$ cat src/rtl/mux4x1_rr_arbiter_pkg.sv
// rtl/mux4x1_rr_arbiter_pkg.sv - shared constants and state encoding for the 4-source mux arbiter
package mux4x1_rr_arbiter_pkg;

    localparam int N_SRC        = 4;
    localparam int IDX_W        = 2;
    localparam int MAX_HOLD_DEF = 4;

    typedef enum logic {
        IDLE  = 1'b0,
        GRANT = 1'b1
    } arb_state_t;

endpackage

$ cat src/rtl/mux4x1_rr_arbiter_pick.sv
// rtl/mux4x1_rr_arbiter_pick.sv - rotating first-set-bit finder starting at a given index
module rr_pick4
    import mux4x1_rr_arbiter_pkg::*;
(
    input  logic [N_SRC-1:0] req,
    input  logic [IDX_W-1:0] start,
    output logic [IDX_W-1:0] idx,
    output logic             found
);

    logic [IDX_W-1:0] cand;

    // Walk from the farthest offset back to start so the nearest hit is the last one written.
    always_comb begin
        idx   = start;
        found = 1'b0;
        cand  = '0;
        for (int i = N_SRC - 1; i >= 0; i--) begin
            cand = start + IDX_W'(i);
            if (req[cand]) begin
                idx   = cand;
                found = 1'b1;
            end
        end
    end

endmodule

$ cat src/rtl/mux4x1_rr_arbiter.sv
// rtl/mux4x1_rr_arbiter.sv - round-robin owner selection driving the select of a shared 4:1 mux
module mux4x1_rr_arbiter
    import mux4x1_rr_arbiter_pkg::*;
#(
    parameter int MAX_HOLD = MAX_HOLD_DEF,
    parameter int CW       = 3
) (
    input  logic             clk,
    input  logic             rst_n,
    input  logic [N_SRC-1:0] req,
    output logic [N_SRC-1:0] gnt,
    output logic [IDX_W-1:0] sl,
    output logic             busy
);

    localparam logic [CW-1:0] HOLD_LIMIT = CW'(MAX_HOLD);

    arb_state_t       state_q, state_d;
    logic [IDX_W-1:0] ptr_q, ptr_d;
    logic [CW-1:0]    cnt_q, cnt_d;
    logic [N_SRC-1:0] gnt_q, gnt_d;
    logic [IDX_W-1:0] sl_q, sl_d;
    logic             busy_q, busy_d;

    logic [N_SRC-1:0] pick_req;
    logic [IDX_W-1:0] pick_idx;
    logic             pick_found;
    logic             take_new;

    // gnt_q is zero in IDLE, so masking by it yields "all requests" there and "others" while granted.
    // ptr always sits one past the owner, which is exactly where both handover and preempt searches begin.
    assign pick_req = req & ~gnt_q;

    rr_pick4 u_pick (
        .req   (pick_req),
        .start (ptr_q),
        .idx   (pick_idx),
        .found (pick_found)
    );

    always_comb begin
        state_d  = state_q;
        ptr_d    = ptr_q;
        cnt_d    = cnt_q;
        gnt_d    = gnt_q;
        sl_d     = sl_q;
        busy_d   = busy_q;
        take_new = 1'b0;

        case (state_q)
            IDLE: begin
                if (pick_found) begin
                    take_new = 1'b1;
                end
            end
            GRANT: begin
                if (!req[sl_q]) begin
                    if (pick_found) begin
                        take_new = 1'b1;
                    end else begin
                        state_d = IDLE;
                        gnt_d   = '0;
                        busy_d  = 1'b0;
                        cnt_d   = '0;
                    end
                end else if (cnt_q == HOLD_LIMIT && pick_found) begin
                    take_new = 1'b1;
                end else if (cnt_q != HOLD_LIMIT) begin
                    cnt_d = cnt_q + CW'(1);
                end
            end
            default: begin
                state_d = IDLE;
                gnt_d   = '0;
                busy_d  = 1'b0;
            end
        endcase

        if (take_new) begin
            state_d = GRANT;
            gnt_d   = N_SRC'(1) << pick_idx;
            sl_d    = pick_idx;
            busy_d  = 1'b1;
            ptr_d   = pick_idx + IDX_W'(1);
            cnt_d   = CW'(1);
        end
    end

    always_ff @(posedge clk or negedge rst_n) begin
        if (!rst_n) begin
            state_q <= IDLE;
            ptr_q   <= '0;
            cnt_q   <= '0;
            gnt_q   <= '0;
            sl_q    <= '0;
            busy_q  <= 1'b0;
        end else begin
            state_q <= state_d;
            ptr_q   <= ptr_d;
            cnt_q   <= cnt_d;
            gnt_q   <= gnt_d;
            sl_q    <= sl_d;
            busy_q  <= busy_d;
        end
    end

    assign gnt  = gnt_q;
    assign sl   = sl_q;
    assign busy = busy_q;

endmodule

$ cat config.mk
export PLATFORM = sky130hd
export DESIGN_NAME = mux4x1_rr_arbiter
export DESIGN_NICKNAME = d
export VERILOG_FILES = /design/src/rtl/mux4x1_rr_arbiter_pkg.sv /design/src/rtl/mux4x1_rr_arbiter_pick.sv /design/src/rtl/mux4x1_rr_arbiter.sv
export SDC_FILE = /design/constraint.sdc
export NUM_CORES = 1
export LEC_CHECK = 0
export BUFFER_PORTS_ARGS = -buffer_cell sky130_fd_sc_hd__buf_2
export CAP_MARGIN = 0
export CORE_MARGIN = 3
export CORE_UTILIZATION = 58
export CTS_CLUSTER_SIZE = 10
export DETAILED_ROUTE_END_ITERATION = 7
export HOLD_SLACK_MARGIN = 0.06
export PLACE_DENSITY = 0.86
export SLEW_MARGIN = 20
export SYNTH_ARGS = -nofsm -noshare
export SYNTH_HDL_FRONTEND = slang
export SYNTH_SLANG_ARGS = --single-unit
$ cat constraint.sdc
create_clock -name clk -period 2.93 [get_ports clk]
set_input_delay 0 -clock clk [delete_from_list [all_inputs] [get_ports clk]]
set_output_delay 0 -clock clk [all_outputs]
set_load 0.01 [all_outputs]
==> reports/metrics.yaml <==
sta:
  tns_ps: 0
  fin_crit_ps: 2260
  fin_skew_ps: 2.10
  setup_violations: 0
  maxSlewViolCount: 0
  max_freq_mhz: 442
  hold_violations: 0
  fin_crit_sh_pct: 77.3
  maxSlewHeadroom_pct: 48.0
  worstMarginPinSlew_ps: 780
  rsz0062_at_grt: "no"
grt:
  grt_pass1_wl_mm: 2.91
  grt_pass1_vias: 645
  grt_max_degree: 14
  gr-usage-all-layers_pct: 20.9
  globalRouteOverflowTotal: 0
  antenna_found_initial: 0
placed_design:
  place_area_sq_um: 905
  hpwl_mm: 1.23
  gp_congestion: 0.912
  port_buffers: 12
cells_and_area:
  stdcell_area_sq_um: 941
  layout-drive-gt1-share_pct: 22.9
  layout_common_cells: "dfrtp_1 (13), buf_2 (12), nand2_1 (9)"
  nFillCells: 94
  antenna_cells: 0
  num-nets-final: 109
  layout_commonest_cell: "dfrtp_1"
  area_growth_pct: 13.3
power_and_ir_drop:
  p_leak_nw: 0.448
  ir_worst_vdd_mv: 0.713
  p_per_area_mw_per_mm2: 1270
critical_path:
  crit_chain: "nand2b_1 -> o2bb2ai_1 -> a222oi_1 -> ha_1 -> mux2_4"
  r2r_slack_ps: 670
  slowest_stage: "a222oi_1"
  crit_fanout: 7
  endpoint_kind: "register"
  r2r_end: "ptr_q[1]$_DFFE_PN0P_"
  reg2regPathDepth: 5
  cp.required_ps: 3100
  cp.arrival_ps: 2430
  r2r-start: "gnt[1]$_DFFE_PN0P_"
  crit_cells: 5
  critPathTopFamily: "compound AO/OA/AOI/OAI gates"
  critPathBufInv: 0
  startpoint_type: "register"
  slowest_delay_ps: 720
  path_class: "register to register"
routing:
  wl_met2_um: 763
  top_layer: "met4"
  drt_iter0_drc: 23
  wl_met3_um: 107
  ant_nets: 0
  drt-met1-wl_um: 829
  dr.pass1.iters: 5
  drc_errors: 0
  finalWirelength_mm: 1.75
  vias_per_cell: 6.23
  wl_per_cell_um: 15.8
  vias: 691
worst_hold_path:
  hold_path.class: "input port to async pin"
clock_tree:
  post_cts_resized: 0
  cts.sinks: 13
  clkLatencyLatePin_ps: 280
  clk_pin_slew_ps: 80
  cts_setup_buffers: 0
  holdBufCountCts: 1
  cts_buffers: 3
  htreeDepth: 1
  cts_tree: "built"
  cts-root-buf: "clkbuf_4"
  ctsLongestPathBuffers: 2
floorplan:
  io_pins: 13
  dieArea_sq_mm: 0.00192
  start_util_pct: 63.1
  die_h_um: 43.8
  design.core.area_sq_mm: 0.00132
  die_x_um: 43.8
  rows: 13
synth:
  ys_seq_elements: 13
  synth_flop_cell: "dfrtp_1"
  syn_area_sq_um: 831
  syn_nets: 92
  avgSynthCellArea_sq_um: 10.4
  async_reset_ff_share_pct: 100
  synth_edf_count: 0
  netlist_instances: 80
  yosysSeqAreaShare_pct: 39.2
  yosysUniqueCellTypes: 33
  ys_warn_count: 0
status:
  status: "finished clean"
job:
  drv_cap: 0
per-layer routing:
layer	up-vias	GRT usage, %
li1	329	-
met5	-	0
met3	7	3.73
met4	0	10.8
met1	318	29.9
met2	37	29.9
how the worst max path moves through the flow:
| stage | startpoint | end | slack (ps) |
|---|---|---|---|
| floorplan | gnt[1]$_DFFE_PN0P_ | ptr_q[1]$_DFFE_PN0P_ | 920 |
| global placement | gnt[1]$_DFFE_PN0P_ | ptr_q[1]$_DFFE_PN0P_ | 870 |
| detailed placement | gnt[1]$_DFFE_PN0P_ | ptr_q[1]$_DFFE_PN0P_ | 740 |
| CTS | gnt[1]$_DFFE_PN0P_ | ptr_q[1]$_DFFE_PN0P_ | 720 |
| global route | gnt[1]$_DFFE_PN0P_ | ptr_q[1]$_DFFE_PN0P_ | 580 |
| finish | gnt[1]$_DFFE_PN0P_ | ptr_q[1]$_DFFE_PN0P_ | 670 |
power by group:
group | internal [mW] | total (mW) | leakage, nW | switching (mW)
Combinational | 0.347 | 0.720 | 0.280 | 0.373
Sequential | 0.272 | 0.362 | 0.153 | 0.0895
Clock | 0.0528 | 0.112 | 0.0150 | 0.0595
area by class of cell:
| type | count | area, sq um | share of cell area [%] |
|---|---|---|---|
| clock buffer | 4 | 26.3 | 2.79 |
| inverter | 7 | 26.3 | 2.79 |
| multi-input combinational | 59 | 474 | 50.4 |
| sequential | 13 | 325 | 34.6 |
| tap | 15 | 18.8 | 1.99 |
| timing repair buffer | 13 | 70.1 | 7.45 |
Yosys cell counts, types with 2 or more instances:
cell,instances,area share (%)
ha_1,6,9.0
mux2_4,3,5.4
a21oi_1,4,2.4
nand2b_1,5,3.8
a2bb2oi_1,4,4.2
dfrtp_1,13,39
o22ai_1,4,3.0
nand2_1,9,4.1
inv_1,7,3.2
nor2b_1,2,1.5
sequential cells by signal, indices dropped and copies added, names as in the netlist:
| signal | flops |
|---|---|
| sl | 2 |
| gnt | 4 |
| ptr_q | 2 |
| cnt_q | 3 |
| state_q | 1 |
| busy | 1 |
cells by family (layout without fill, tap and decap cells):
logic type,Yosys count,after routing,share of synthesized area [%]
AND/OR/NAND/NOR,26,26,19.9
flip-flops,13,13,39.2
AO/OA/AOI/OAI,22,22,18.8
multiplexers,5,5,9.34
buffers and inverters,8,24,3.77
adder cells (fa/ha/maj),6,6,9.04
stage by stage:
step	power (mW)	util (%)	hold slack [ps]	instances	setup slack (ps)
final	1.19	71.4	136	111	666
after global routing	1.29	71.4	143	111	576
after CTS	1.19	71.4	139	111	716
after detailed placement	1.07	68.7	-98.3	106	741
after global placement	1.04	68.7	-99.2	106	874
after floorplan	0.898	-	-296	80	921
Note: power is estimated with default switching activity, not from simulation.
